## src/rtl/booth_pkg.sv

```systemverilog
// Shared types, constants and helpers for the Booth MAC back end.
// Holds the state encoding, accumulator bound helpers and the width check.
`ifndef BOOTH_PKG_MACROS
`define BOOTH_PKG_MACROS
`define BOOTH_WIDTH_CHECK(LBL, COND, MSG) \
    if (!(COND)) begin : LBL \
        $error(MSG); \
    end
`endif

package booth_pkg;

    typedef enum logic {
        ST_ACCUM = 1'b0,
        ST_HOLD  = 1'b1
    } state_e;

    // Widest accumulator the bound helpers can describe.
    localparam int unsigned BOUND_W = 256;

    // Largest positive value of a w-bit signed accumulator.
    function automatic logic [BOUND_W-1:0] acc_max(input int w);
        logic [BOUND_W-1:0] one;
        one = BOUND_W'(1);
        return (one << (w - 1)) - one;
    endfunction

    // Most negative value of a w-bit signed accumulator (pattern 100..0).
    function automatic logic [BOUND_W-1:0] acc_min(input int w);
        logic [BOUND_W-1:0] one;
        one = BOUND_W'(1);
        return one << (w - 1);
    endfunction

endpackage

```

## src/rtl/booth_sat_add.sv

```systemverilog
// Combinational signed saturating adder: ACC_W accumulator plus P_W product.
// Result is clamped to the ACC_W signed range; ovf_out flags a clamp.
module booth_sat_add
    import booth_pkg::*;
#(
    parameter int ACC_W = 72,
    parameter int P_W   = 64
) (
    input  logic [ACC_W-1:0] acc_in,
    input  logic [P_W-1:0]   prod_in,
    output logic [ACC_W-1:0] sum_out,
    output logic             ovf_out
);

    `BOOTH_WIDTH_CHECK(g_chk_acc_w, ACC_W >= P_W, "booth_sat_add: ACC_W must be >= P_W")
    `BOOTH_WIDTH_CHECK(g_chk_bound, ACC_W <= BOUND_W, "booth_sat_add: ACC_W too wide")

    localparam logic [ACC_W-1:0] ACC_MAX = ACC_W'(acc_max(ACC_W));
    localparam logic [ACC_W-1:0] ACC_MIN = ACC_W'(acc_min(ACC_W));

    logic [ACC_W:0] ext_acc;
    logic [ACC_W:0] ext_prod;
    logic [ACC_W:0] raw;

    // One guard bit: the top two bits differ exactly when the sum left range.
    always_comb begin
        ext_acc  = {acc_in[ACC_W-1], acc_in};
        ext_prod = {{(ACC_W + 1 - P_W){prod_in[P_W-1]}}, prod_in};
        raw      = ext_acc + ext_prod;
        ovf_out  = raw[ACC_W] ^ raw[ACC_W-1];
        if (ovf_out) begin
            sum_out = raw[ACC_W] ? ACC_MIN : ACC_MAX;
        end else begin
            sum_out = raw[ACC_W-1:0];
        end
    end

endmodule

```

## src/rtl/booth_product_accumulator.sv

```systemverilog
// Saturating group accumulator behind the sequential Booth multiplier.
// Sums products until the last beat, then holds the result for one handshake.
module booth_product_accumulator
    import booth_pkg::*;
#(
    parameter int N     = 32,
    parameter int ACC_W = 72,
    parameter int CNT_W = 8
) (
    input  logic               clk,
    input  logic               rst,
    input  logic               in_valid,
    output logic               in_ready,
    input  logic [2*N-1:0]     in_prod,
    input  logic               in_last,
    input  logic               acc_clear,
    output logic               out_valid,
    input  logic               out_ready,
    output logic [ACC_W-1:0]   out_sum,
    output logic [CNT_W-1:0]   out_count,
    output logic               out_sat
);

    `BOOTH_WIDTH_CHECK(g_chk_acc_w, ACC_W >= 2 * N, "booth_product_accumulator: ACC_W must be >= 2N")

    localparam logic [CNT_W-1:0] CNT_MAX = '1;

    state_e state_q;
    state_e state_d;

    logic [ACC_W-1:0] acc_q;
    logic [ACC_W-1:0] acc_d;
    logic [CNT_W-1:0] cnt_q;
    logic [CNT_W-1:0] cnt_d;
    logic             sat_q;
    logic             sat_d;

    logic             out_valid_q;
    logic             out_valid_d;
    logic [ACC_W-1:0] out_sum_q;
    logic [ACC_W-1:0] out_sum_d;
    logic [CNT_W-1:0] out_count_q;
    logic [CNT_W-1:0] out_count_d;
    logic             out_sat_q;
    logic             out_sat_d;

    logic             accept;
    logic             clr_now;
    logic [ACC_W-1:0] acc_base;
    logic [CNT_W-1:0] cnt_base;
    logic             sat_base;
    logic [CNT_W-1:0] cnt_next;
    logic [ACC_W-1:0] add_sum;
    logic             add_ovf;

    booth_sat_add #(
        .ACC_W (ACC_W),
        .P_W   (2 * N)
    ) u_sat_add (
        .acc_in  (acc_base),
        .prod_in (in_prod),
        .sum_out (add_sum),
        .ovf_out (add_ovf)
    );

    // State register.
    always_ff @(posedge clk or posedge rst) begin
        if (rst) begin
            state_q <= ST_ACCUM;
        end else begin
            state_q <= state_d;
        end
    end

    // Next state: last beat enters HOLD, the result handshake returns to ACCUM.
    always_comb begin
        state_d = state_q;
        case (state_q)
            ST_ACCUM: if (accept && in_last) state_d = ST_HOLD;
            ST_HOLD:  if (out_valid_q && out_ready) state_d = ST_ACCUM;
            default:  state_d = ST_ACCUM;
        endcase
    end

    // State outputs: ready depends on state only, never on out_ready.
    always_comb begin
        in_ready = (state_q == ST_ACCUM);
    end

    assign accept  = in_valid && in_ready;
    assign clr_now = acc_clear && (state_q == ST_ACCUM);

    // Clear takes effect before the same-cycle beat is summed.
    always_comb begin
        acc_base = clr_now ? '0 : acc_q;
        cnt_base = clr_now ? '0 : cnt_q;
        sat_base = clr_now ? 1'b0 : sat_q;
        cnt_next = (cnt_base == CNT_MAX) ? cnt_base : cnt_base + 1'b1;
    end

    // Running group state: add beats, zero on clear or when a group closes.
    always_comb begin
        acc_d = acc_base;
        cnt_d = cnt_base;
        sat_d = sat_base;
        if (accept) begin
            if (in_last) begin
                acc_d = '0;
                cnt_d = '0;
                sat_d = 1'b0;
            end else begin
                acc_d = add_sum;
                cnt_d = cnt_next;
                sat_d = sat_base | add_ovf;
            end
        end
    end

    // Result register: load on the last beat, drop valid on handshake.
    always_comb begin
        out_valid_d = out_valid_q;
        out_sum_d   = out_sum_q;
        out_count_d = out_count_q;
        out_sat_d   = out_sat_q;
        if (accept && in_last) begin
            out_valid_d = 1'b1;
            out_sum_d   = add_sum;
            out_count_d = cnt_next;
            out_sat_d   = sat_base | add_ovf;
        end else if (out_valid_q && out_ready) begin
            out_valid_d = 1'b0;
        end
    end

    // Accumulator and result flops.
    always_ff @(posedge clk or posedge rst) begin
        if (rst) begin
            acc_q       <= '0;
            cnt_q       <= '0;
            sat_q       <= 1'b0;
            out_valid_q <= 1'b0;
            out_sum_q   <= '0;
            out_count_q <= '0;
            out_sat_q   <= 1'b0;
        end else begin
            acc_q       <= acc_d;
            cnt_q       <= cnt_d;
            sat_q       <= sat_d;
            out_valid_q <= out_valid_d;
            out_sum_q   <= out_sum_d;
            out_count_q <= out_count_d;
            out_sat_q   <= out_sat_d;
        end
    end

    assign out_valid = out_valid_q;
    assign out_sum   = out_sum_q;
    assign out_count = out_count_q;
    assign out_sat   = out_sat_q;

endmodule

```

## config.mk

```make
export PLATFORM = sky130hd
export DESIGN_NAME = booth_product_accumulator
export DESIGN_NICKNAME = d
export VERILOG_FILES = /design/src/rtl/booth_pkg.sv /design/src/rtl/booth_sat_add.sv /design/src/rtl/booth_product_accumulator.sv
export SDC_FILE = /design/constraint.sdc
export NUM_CORES = 1
export LEC_CHECK = 0
export BUFFER_PORTS_ARGS = -buffer_cell sky130_fd_sc_hd__buf_2
export CAP_MARGIN = 0
export CORE_MARGIN = 10
export CORE_UTILIZATION = 40
export CTS_BUF_LIST = sky130_fd_sc_hd__clkbuf_8
export DETAILED_ROUTE_END_ITERATION = 10
export PLACE_DENSITY = 0.69
export SLEW_MARGIN = 40
export SYNTH_ARGS = -nofsm -noshare
export SYNTH_HDL_FRONTEND = slang
export SYNTH_HIERARCHICAL = 1
export SYNTH_SLANG_ARGS = --single-unit
```

## constraint.sdc

```tcl
create_clock -name clk -period 5.4 [get_ports clk]
set_input_delay 0.81 -clock clk [delete_from_list [all_inputs] [get_ports clk]]
set_output_delay 0.81 -clock clk [all_outputs]
set_load 0.005 [all_outputs]
```

Word level (Yosys, flattened, before mapping)
Index checks and enable logic that the tools add are counted.
Operators by class
  add/sub/neg operators: 2
  equal/unequal tests: 1
  mux-type cells: 17
  bitwise operators: 3
  reductions and logical operators: 5
Operators with widths (count)
  $mux 72: 5
  $add 72x64->73: 1
  $mux 8: 4
  $add 8x1->8 const B: 1
  $eq 8x8->1 const B: 1
  $mux 1: 7
  $logic_and 1x1->1: 4
  $pmux 1 s2: 1
  $reduce_bool 2->1: 1
  $not 1->1: 1
  $or 1x1->1: 1
  $xor 1x1->1: 1
Storage, ports and cells
  register bits after elaboration: 164
  output and inout port bits: 83
  logic and storage cells: 36

Logic depth before layout (Yosys ltp)
Gate-level depths: netlist of the first run.
  word-level depth: 8
  gate-level depth with buffers: 20
  mapped depth without buffers: 16

Hierarchy
The synthesis of the first run kept the hierarchy.
Modules (own cells, without submodules)
  booth_product_accumulator: instances 1, cells an instance 808, area an instance 7221.9 sq um, seq. area each 4103.9 sq um
  booth_sat_add: instances 1, cells an instance 753, area an instance 5056.1 sq um, seq. area each 0.0 sq um

Worst setup path after synthesis of the first run
No wires, ideal clock.
  path type: input to register
  start point: input acc_clear
  end point: register acc_q[57]
  library setup time: 0.117 ns
  arrival: 4.616 ns
  path slack: 0.667 ns
  stages on the path: 19
  cells stage by stage: nand2b_4 buf_2 clkbuf_1 and2_1 ha_1 buf_2 nand4_1 or4_1 a2bb2oi_1 o21ai_2 a31oi_2 o31ai_4 a211oi_4 o41a_1 xor2_1 clkbuf_1 o21ai_1 nand3b_1 nand2_1
Between the ends
  word-level cells in the longest chain between the ends: 7
  elaborated cells between the ends (all ways): 8
Ends and longest elaborated chain
  from (decl): line booth_product_accumulator.sv:16  | input logic acc_clear,
  $logic_and 1x1->1: line booth_product_accumulator.sv:91  | assign clr_now = acc_clear && (state_q == ST_ACCUM);
  $mux 72: line booth_product_accumulator.sv:95  | acc_base = clr_now ? '0 : acc_q;
  named net acc_base[17]: line booth_product_accumulator.sv:49  | logic [ACC_W-1:0] acc_base;
  $add 72x64->73: line booth_sat_add.sv:29  | raw = ext_acc + ext_prod;
  $xor 1x1->1: line booth_sat_add.sv:30  | ovf_out = raw[ACC_W] ^ raw[ACC_W-1];
  named net add_ovf: line booth_product_accumulator.sv:54  | logic add_ovf;
  $mux 72: line booth_sat_add.sv:31  | if (ovf_out) begin
  named net add_sum[57]: line booth_product_accumulator.sv:53  | logic [ACC_W-1:0] add_sum;
  $mux 72: line booth_product_accumulator.sv:107  | if (in_last) begin
  $mux 72: line booth_product_accumulator.sv:106  | if (accept) begin
  named net acc_d[57]: line booth_product_accumulator.sv:32  | logic [ACC_W-1:0] acc_d;
  to (signal assigned): line booth_product_accumulator.sv:138  | acc_q <= '0;
  to (signal assigned): line booth_product_accumulator.sv:146  | acc_q <= acc_d;
  to (decl): line booth_product_accumulator.sv:31  | logic [ACC_W-1:0] acc_q;
The timed path passes the listed nets, and every way through them passes these cells.
A chain may end at the register's enable or synchronous reset.

Worst setup path in the final report of the first run
  start point: register state_q
  end point: register acc_q[44]
Between the ends
  word-level cells in the longest chain between the ends: 8
  elaborated cells between the ends (all ways): 10
Ends and longest elaborated chain
  from (decl): line booth_product_accumulator.sv:28  | state_e state_q;
  from (signal assigned): line booth_product_accumulator.sv:71  | state_q <= state_d;
  $not 1->1 (*)
  $logic_and 1x1->1 (*): line booth_product_accumulator.sv:91
  $mux 72 (*): line booth_product_accumulator.sv:95
  named net acc_base[0]: line booth_product_accumulator.sv:49
  $add 72x64->73 (*): line booth_sat_add.sv:29
  $mux 72 or $xor 1x1->1 (tied branches): line booth_sat_add.sv:32, booth_sat_add.sv:30
  $mux 72 (*): line booth_sat_add.sv:31
  named net add_sum[44]: line booth_product_accumulator.sv:53
  $mux 72 (*): line booth_product_accumulator.sv:107
  $mux 72 (*): line booth_product_accumulator.sv:106
  named net acc_d[44]: line booth_product_accumulator.sv:32
Mark *: on every way through the listed nets, which the timed path passes. The rest lies on a longest branch.

==> impl_metrics.csv, run 1 <==
group,metric,value,unit
logic_synthesis,synthSimpleGateAreaFrac,0.290,
global_route,track_usage,0.188,
logic_synthesis,synth_fa_ha_area_frac,0.0774,
final_layout,layout-drive-gt1-share,0.158,
logic_synthesis,syn_avg_cell_area,7.87,um^2
logic_synthesis,yosysWarnings,6,
logic_synthesis,synth_edf_count,0,
floorplanning,dieArea,38100,um^2
logic_synthesis,syn_inst,1561,
placement,dp.cells,2035,
clock_network,cts_tree,"yes",
logic_synthesis,ys_top_cells_by_count,"nand2_1 (438), dfrtp_1 (164), a21oi_1 (105)",
power,peakVddDrop,0.284,mV
logic_synthesis,yosysTopAreaCellShare,0.334,
floorplanning,initial_utilization,0.403,
timing,slew_viol_final,0,
placement,port_buffers,152,
global_route,grt_pass1_wl,59.7,mm
floorplanning,io_pins,153,
floorplanning,die_w,195,um
drt,detail_route.wirelength,36.6,mm
clock_network,h-tree-depth,4,
logic_synthesis,synth_nets,1704,
drt,drtPass1Iterations,5,
timing,setup_tns,0,ps
power,p_leak,6.98,nW
placement,hpwl,26.4,mm
critical_path,crit_path_max_fanout,34,
timing,fin_crit,4640,ps
worst_hold_path,hp-class,"input port to async pin",
timing,hold_viol,0,
final_layout,antenna-diode-count,0,
clock_network,cts_hold_buf,0,
timing,setup_viol,0,
clock_network,numClockSinks,164,
global_route,grt_max_degree,93,
timing,maxSlewHeadroom,0.515,
logic_synthesis,syn_area,12300,um^2
logic_synthesis,synth.area.mux_share,0.00173,
global_route,grt_pass1_vias,11400,
global_route,overflow,0,
logic_synthesis,synthTopCellsByArea,"dfrtp_1 (33%), nand2_1 (13%), ha_1 (7.3%)",
timing,worst_pin_slew,728,ps
placement,gp_congestion,0.899,
run_status,status,"finished clean",
drt,routed_via_density,5.51,
floorplanning,num_rows,64,
clock_network,insertion_delay,500,ps
drt,initialDrtViolationCount,866,
final_layout,layoutNonFillerInstCount,2065,
drt,drc_errors,0,
logic_synthesis,synth-seq-cells,164,
clock_network,cts_resized,0,
critical_path,cp-end-kind,"flop",
critical_path,cpPeakStageDelay,410,ps
clock_network,clk_pin_slew,90,ps
critical_path,crit_required,5770,ps
logic_synthesis,synth_area_leader_cell,"dfrtp_1",
critical_path,rrSetupSlack,760,ps
logic_synthesis,async_flop_share,1.00,
flow_run,maxCapViolCount,0,
critical_path,worstSetupPathType,"flop to flop",
floorplanning,core-area,30400,um^2
global_route,antenna_found_initial,0,
floorplanning,die_y,195,um
clock_network,postCtsSetupBuffers,0,
final_layout,nets,1801,
critical_path,worst_r2r_endpoint,"acc_q[44]",
logic_synthesis,synthXorXnorAreaFrac,0.0471,
timing,fmax,215,MHz
drt,num_vias,11400,
power,pwr_density_cell,546,nW/um^2
logic_synthesis,yosysUniqueCellTypes,75,
clock_network,clk_root_buffer_cell,"clkbuf_8",
clock_network,cts_buffer_depth,2,
critical_path,crit_path_top_delay_cell,"dfrtp_1",
drt,wl_per_cell,17.7,um
logic_synthesis,synth_ff_type,"dfrtp_1",
critical_path,worstSetupStartpointType,"flop",
drt,ant_nets,0,
critical_path,crit_path_frequent_cell,"buf_4",
final_layout,syn_to_final_growth,12.6,%
critical_path,rr_worst_depth,18,
logic_synthesis,synth_most_common_cell,"nand2_1",
timing,rsz0062_at_grt,"false",
timing,fin_skew,32.4,ps
clock_network,cts_buffers,17,
logic_synthesis,synth-seq-area-share,0.334,
timing,period_share,0.860,
critical_path,r2r_start,"state_q",
critical_path,crit_arrival,5020,ps
logic_synthesis,synth_top_family_by_area,"simple AND/OR/NAND/NOR gates",
logic_synthesis,synth_compound_area_frac,0.204,
critical_path,path_cells,"nand2b_4 > and2_1 > ha_1 > fa_1 > a21o_1 > a221oi_1 > a2bb2oi_1 > o21ai_2 > a31oi_2 > o31ai_4 > a211oi_4 > o41ai_4 > buf_4 > nor2_4 > buf_4 > o21ai_1 > nand3b_1 > nand2_1",
metal layers:
metal,track usage,vias to the layer above,part of all wire
met5,0,-,0
li1,-,5591,-
met2,0.303,373,0.46
met3,0.0363,51,0.062
met1,0.248,5372,0.46
met4,0.0577,0,0.021
report_power, final:
| part | switching, mW | internal, mW | total, mW | leakage [nW] |
|---|---|---|---|---|
| Combinational | 2.84 | 1.74 | 4.58 | 4.63 |
| Sequential | 0.194 | 1.70 | 1.89 | 2.13 |
| Clock | 0.510 | 0.560 | 1.07 | 0.221 |
| Total | 3.54 | 4.00 | 7.55 | 6.98 |
worst max-delay path by stage:
stage | from | endpoint | slack, ps
after global routing | state_q | out_sum[67] | 420
after global placement | acc_clear | acc_q[67] | 360
after detailed placement | acc_clear | acc_q[67] | 290
after floorplan | rst | acc_q[0] | 160
final | state_q | acc_q[44] | 760
after CTS | state_q | acc_q[67] | 710
state kept, by name, summed over array words and instances (netlist names):
name and cells:
acc_q 72, cnt_q 8, out_count 8, out_sat 1, out_sum 72, out_valid 1
sat_q 1, state_q 1
logic make-up after synthesis:
group | count (synthesis)
AND/OR/NAND/NOR | 749
AO/OA/AOI/OAI | 375
flip-flops | 164
buffers and inverters | 129
adder cells (fa/ha/maj) | 76
XOR/XNOR | 66
multiplexers | 2
area by class of cell:
cell class,count,area [um^2]
clock buffer,18,248
multi-input combinational,1268,7630
fill,3025,16600
inverter,29,114
tap,396,495
sequential,164,4100
timing repair buffer,178,1040
clock inverter,12,205
critical path, delay by kind of cell (launching register included):
family,cells,cell delay [ps]
and+or+nand+nor,5,950
buffers and inverters,2,470
AOI/OAI and AO/OA,9,2050
DFF,1,410
adders and majority gates,2,650
metrics by stage:
step | hold WS (ps) | utilization | power [mW] | cell area (um^2) | setup slack, ps
floorplan | 467 | - | 5.09 | 12300 | 157
global placement | 454 | 0.439 | 6.41 | 13400 | 357
detailed placement | 457 | 0.440 | 6.46 | 13400 | 285
CTS | 444 | 0.454 | 7.57 | 13800 | 715
global route | 478 | 0.455 | 8.21 | 13800 | 419
finish | 418 | 0.455 | 7.55 | 13800 | 758
layout by cell type (no fill, tap or decap), types with 4 or more instances in the layout:
| cell type | count |
|---|---|
| a21oi_2 | 30 |
| o21bai_1 | 18 |
| nand2_1 | 437 |
| inv_1 | 28 |
| nor2_1 | 44 |
| xnor2_1 | 36 |
| clkbuf_8 | 18 |
| ha_1 | 72 |
| o31ai_1 | 7 |
| nand3b_1 | 74 |
| o21a_1 | 12 |
| buf_12 | 6 |
| a21oi_1 | 105 |
| a211oi_1 | 11 |
| bufinv_16 | 5 |
| buf_4 | 18 |
| o21ai_1 | 22 |
| a21boi_0 | 8 |
| o21ai_0 | 57 |
| a31oi_1 | 14 |
| o211ai_1 | 6 |
| and2_1 | 81 |
| nand4_1 | 29 |
| nand2b_1 | 7 |
| dfrtp_1 | 164 |
| buf_2 | 152 |
| nand3_1 | 21 |
| o41ai_1 | 4 |
| and3_1 | 11 |
| a41oi_1 | 6 |
| xor2_1 | 30 |
| a21o_1 | 38 |
| nor3_1 | 16 |
| nor4_1 | 4 |
(Power assumes the default switching activity.)
==> run 2, diff against run 1 <==
--- a/config.mk
+++ b/config.mk
@@ -11,6 +11,7 @@
 export CORE_UTILIZATION = 40
 export CTS_BUF_LIST = sky130_fd_sc_hd__clkbuf_8
 export DETAILED_ROUTE_END_ITERATION = 10
+export MAX_ROUTING_LAYER = met4
 export PLACE_DENSITY = 0.69
 export SLEW_MARGIN = 40
 export SYNTH_ARGS = -nofsm -noshare
==> run 2 against run 1 <==
Count of clock-buffer cells in the layout rose by 1. Critical path depth fell by 2. Non-clock buffer count rose by 3. Register-to-register slack got worse by 130 ps. Highest routed layer unchanged. Worst hold slack got worse by 37 ps. Die area did not move. Combinational power barely moved. Cell count rose by 0.29%. Critical endpoint is now acc_q[67].
==> impl_metrics.csv, run 2 (synthesized netlist as in run 1, its figures left out) <==
group,metric,value,unit
clock_network,insertion_delay,510,ps
floorplanning,die_w,195,um
floorplanning,num_rows,64,
floorplanning,die_y,195,um
power,peakVddDrop,0.194,mV
worst_hold_path,hp-class,"input port to async pin",
global_route,grt_pass1_vias,11500,
timing,hold_viol,0,
flow_run,maxCapViolCount,0,
timing,rsz0062_at_grt,"false",
timing,fmax,209,MHz
timing,setup_viol,0,
clock_network,cts_resized,0,
global_route,antenna_found_initial,0,
critical_path,rr_worst_depth,16,
timing,maxSlewHeadroom,0.494,
final_layout,nets,1804,
timing,fin_skew,27.9,ps
timing,period_share,0.884,
critical_path,crit_end,"acc_q[67]",
critical_path,crit_required,5860,ps
final_layout,syn_to_final_growth,12.6,%
clock_network,numClockSinks,164,
critical_path,worst_r2r_endpoint,"acc_q[67]",
critical_path,crit_arrival,5230,ps
final_layout,fillers,3130,
power,pwr_density_cell,543,nW/um^2
critical_path,timing.critical_path.from,"state_q",
drt,num_vias,11400,
clock_network,h-tree-depth,4,
drt,wl_per_cell,17.8,um
placement,hpwl,26.8,mm
floorplanning,io_pins,153,
drt,drtPass1Iterations,7,
global_route,grt_pass1_wl,61.0,mm
final_layout,final_cell_mix,"nand2_1 (437), dfrtp_1 (164), buf_2 (152)",
final_layout,final_common_cell,"nand2_1",
clock_network,clk_root_buffer_cell,"clkbuf_8",
final_layout,layout-drive-gt1-share,0.161,
placement,dp.cells,2038,
placement,gp_congestion,0.926,
final_layout,layoutNonFillerInstCount,2071,
drt,initialDrtViolationCount,726,
clock_network,cts_buffer_depth,2,
clock_network,postCtsSetupBuffers,0,
drt,drc_errors,0,
placement,port_buffers,152,
drt,routed_via_density,5.49,
drt,ant_nets,0,
floorplanning,initial_utilization,0.403,
clock_network,cts_tree,"yes",
critical_path,crit_path_max_fanout,34,
critical_path,r2r_start,"state_q",
run_status,status,"finished clean",
global_route,grt_max_degree,95,
critical_path,worstSetupStartpointType,"flop",
timing,slew_viol_final,0,
global_route,track_usage,0.198,
power,p_leak,6.99,nW
floorplanning,core-area,30400,um^2
drt,detail_route.wirelength,36.9,mm
timing,fin_crit,4770,ps
timing,setup_tns,0,ps
clock_network,cts_buffers,17,
critical_path,worstSetupPathType,"flop to flop",
global_route,overflow,0,
critical_path,rrSetupSlack,630,ps
timing,worst_pin_slew,756,ps
clock_network,cts_hold_buf,0,
floorplanning,dieArea,38100,um^2
critical_path,cp-end-kind,"flop",
clock_network,clk_pin_slew,120,ps
==> run 2: cell types whose count changed in the layout (fill, tap and decap cells not counted) <==
| cell | delta |
|---|---|
| and2_4 | -1 |
| inv_8 | +3 |
| and2_2 | +1 |
| clkbuf_8 | +1 |
| clkinv_4 | -1 |
| inv_6 | +4 |
| diode_2 | +1 |
| bufinv_16 | -3 |
| buf_4 | +3 |
| clkinvlp_4 | -2 |
==> run 2: per-layer routing <==
metal,vias to the layer above,wire length [um],track usage,part of all wire
li1,5591,-,-,-
met1,5414,17500,0.257,0.47
met2,318,17100,0.311,0.46
met3,44,1630,0.0307,0.044
met4,0,678,0.0608,0.018
met5,-,0,-,0
==> run 2: area by class of cell <==
class / instances / area [um^2] / area share
multi-input combinational: 1268 / 7620 / 0.552
sequential: 164 / 4100 / 0.297
timing repair buffer: 181 / 1060 / 0.0768
tap: 396 / 495 / 0.0358
clock buffer: 19 / 262 / 0.0189
clock inverter: 13 / 160 / 0.0116
inverter: 29 / 114 / 0.00824
antenna: 1 / 2.50 / 0.000181
==> run 2: how the worst min path moves through the flow <==
stage                     slack, ps  cells after the start            to
after floorplan                 470                      2  out_count[2]
after global placement          450                      2   out_sum[68]
after detailed placement        460                      2   out_sum[30]
after CTS                       400                      2  out_count[1]
after global routing            430                      2  out_count[4]
final                           380                      2      cnt_q[1]
==> run 2: metrics by stage <==
stage                     hold WS, ps  area (um^2)  total power [mW]  setup WS, ps   util
after CTS                         401        13800              7.53           617  0.454
after global placement            455        13400              6.44           362  0.440
final                             381        13800              7.51           627  0.454
after detailed placement          457        13400              6.49           292  0.440
after global routing              425        13800              8.18           263  0.454
after floorplan                   467        12300              5.09           157      -
==> run 2: power by group <==
group,switching [mW],total (mW),internal [mW]
combinational,2.86,4.61,1.75
clock,0.549,1.00,0.453
sequential,0.194,1.89,1.70
total,3.61,7.51,3.90
==> run 2: worst max-delay path, stage by stage, from the launching register on <==
cell and delay (ps):
dfrtp_1 480, nand2b_4 350, and2_1 280, ha_1 420, nand4_1 200, or4_1 500
a2bb2oi_1 150, o21ai_2 90, a31oi_2 150, o31ai_4 440, a211oi_4 160, o41a_1 410
xor2_1 170, buf_12 170, o41ai_1 520, nand3b_1 130, nand2_1 100
==> run 3, diff against run 2 <==
--- a/config.mk
+++ b/config.mk
@@ -9,7 +9,6 @@
 export CAP_MARGIN = 0
 export CORE_MARGIN = 10
 export CORE_UTILIZATION = 40
-export CTS_BUF_LIST = sky130_fd_sc_hd__clkbuf_8
 export DETAILED_ROUTE_END_ITERATION = 10
 export MAX_ROUTING_LAYER = met4
 export PLACE_DENSITY = 0.69
==> run 3 against run 2 <==
Register-to-register slack worse by 20 ps. Routed wire length is 1.0% higher. Count of clock-buffer cells in the layout unchanged. Worst hold slack improved by 60 ps. Final area up 1.4%. Clock power grew 31%. Global-route usage grew 0.057 points. Combinational power about the same. Largest power group unchanged.
==> impl_metrics.csv, run 3 (synthesized netlist as in run 1, its figures left out) <==
group,metric,value,unit
run_status,status,"finished clean",
timing,fin_skew,16.2,ps
power,power,7.83,mW
clock_network,cts_hold_buf,0,
final_layout,final_cell_mix,"nand2_1 (437), dfrtp_1 (164), buf_2 (152)",
clock_network,numClockSinks,164,
power,switching_share,0.467,
drt,drc_errors,0,
flow_run,maxCapViolCount,0,
power,pwr_density_cell,559,nW/um^2
final_layout,nets,1804,
critical_path,worstSetupPathType,"flop to flop",
global_route,overflow,0,
clock_network,cts_buffer_depth,2,
critical_path,cp-end-kind,"flop",
timing,period_share,0.887,
final_layout,syn_to_final_growth,14.1,%
drt,drtPass1Iterations,5,
power,peakVddDrop,0.255,mV
critical_path,crit_required,5800,ps
timing,hold_viol,0,
worst_hold_path,hp-class,"input port to async pin",
drt,routed_via_density,5.52,
clock_network,insertion_delay,450,ps
critical_path,worstSetupStartpointType,"flop",
clock_network,h-tree-depth,4,
floorplanning,die_w,195,um
critical_path,cpPeakStageDelay,520,ps
clock_network,cts_resized,0,
power,p_sw,3.66,mW
placement,dp.cells,2038,
global_route,track_usage,0.198,
clock_network,clk_pin_slew,80,ps
placement,gp_congestion,0.926,
placement,postPlaceCellArea,13400,um^2
global_route,grt_max_degree,95,
floorplanning,io_pins,153,
final_layout,layoutNonFillerInstCount,2070,
critical_path,crit_arrival,5190,ps
power,pwr-share-clk,0.168,
power,p_leak,7.08,nW
timing,setup_tns,0,ps
power,power_frac_comb,0.590,
global_route,grt_pass1_wl,61.2,mm
critical_path,crit_path_max_fanout,34,
floorplanning,dieArea,38100,um^2
timing,fmax,209,MHz
drt,ant_nets,0,
clock_network,cts_tree,"yes",
final_layout,final_common_cell,"nand2_1",
timing,rsz0062_at_grt,"false",
final_layout,layout-drive-gt1-share,0.161,
final_layout,antenna-diode-count,0,
global_route,antenna_found_initial,0,
placement,port_buffers,152,
floorplanning,initial_utilization,0.403,
timing,hold_ws,441,ps
final_layout,regArea,4100,um^2
power,p_seq_frac,0.242,
floorplanning,num_rows,64,
critical_path,path_cells,"nand2b_4 > and2_1 > ha_1 > nand4_1 > or4_1 > a2bb2oi_1 > o21ai_2 > a31oi_2 > o31ai_4 > a211oi_4 > o41a_1 > xor2_1 > buf_12 > o41ai_1 > nand3b_1 > nand2_1",
timing,slew_viol_final,0,
clock_network,cts_buffers,17,
clock_network,clk_root_buffer_cell,"clkbuf_16",
final_layout,postLayoutCellArea,14000,um^2
critical_path,path_buf_inv,1,
power,p_int,4.17,mW
final_layout,fillers,3101,
drt,initialDrtViolationCount,853,
floorplanning,die_y,195,um
drt,wl_per_cell,18.0,um
timing,worst_pin_slew,743,ps
timing,fin_crit,4790,ps
drt,detail_route.wirelength,37.3,mm
critical_path,crit_family,"compound AO/OA/AOI/OAI gates",
clock_network,postCtsSetupBuffers,0,
timing,maxSlewHeadroom,0.504,
floorplanning,core-area,30400,um^2
critical_path,crit_path_top_delay_cell,"o41ai_1",
placement,hpwl,26.8,mm
global_route,grt_pass1_vias,11500,
drt,num_vias,11400,
timing,setup_viol,0,
final_layout,multi_input_area,7620,um^2
==> run 3: power by group through the flow <==
| stage | sequential, mW | clock (mW) | combinational, mW |
|---|---|---|---|
| 6_report | 1.90 | 1.31 | 4.62 |
| 5_1_grt | 1.96 | 1.39 | 5.14 |
| 4_1_cts | 1.90 | 1.34 | 4.61 |
| 3_5_place_dp | 1.92 | 0 | 4.57 |
| 3_3_place_gp | 1.91 | 0 | 4.53 |
| 2_1_floorplan | 1.92 | 0 | 3.18 |
==> run 3: worst paths after layout <==
check,from,endpoint,slack (ps),cells past startpoint
max in group asynchronous,rst,acc_q[12],3990,3
max,state_q,acc_q[67],610,16
min reg2reg,out_sum[33],out_sum[33],470,2
max reg2reg,state_q,acc_q[67],610,16
min,rst,cnt_q[1],440,2
min in group clk,out_sum[33],out_sum[33],470,2
==> run 3: cell type report <==
type / count / share of cell area
timing repair buffer: 181 / 0.0757
clock buffer: 19 / 0.0323
clock inverter: 13 / 0.0114
sequential: 164 / 0.293
tap: 396 / 0.0354
multi-input combinational: 1268 / 0.544
inverter: 29 / 0.00813
==> run 3: through the flow <==
stage / setup slack [ps] / util
floorplan: 157 / -
global placement: 362 / 0.440
detailed placement: 292 / 0.440
CTS: 611 / 0.460
global route: 284 / 0.460
finish: 608 / 0.460
==> run 3: per-layer routing <==
| metal | wire length, um | up-vias | global-route usage | share of wire |
|---|---|---|---|---|
| met5 | 0 | - | - | 0 |
| met3 | 1930 | 41 | 0.0313 | 0.052 |
| met1 | 17300 | 5453 | 0.259 | 0.46 |
| li1 | - | 5596 | - | - |
| met4 | 630 | 0 | 0.0520 | 0.017 |
| met2 | 17400 | 332 | 0.313 | 0.47 |
==> run 3: worst register-to-register path, cell delays in order, from the launching register on <==
cell and delay (ps):
dfrtp_1 470, nand2b_4 350, and2_1 300, ha_1 420
nand4_1 210, or4_1 500, a2bb2oi_1 150, o21ai_2 100
a31oi_2 150, o31ai_4 440, a211oi_4 160, o41a_1 410
xor2_1 170, buf_12 170, o41ai_1 520, nand3b_1 120
nand2_1 100
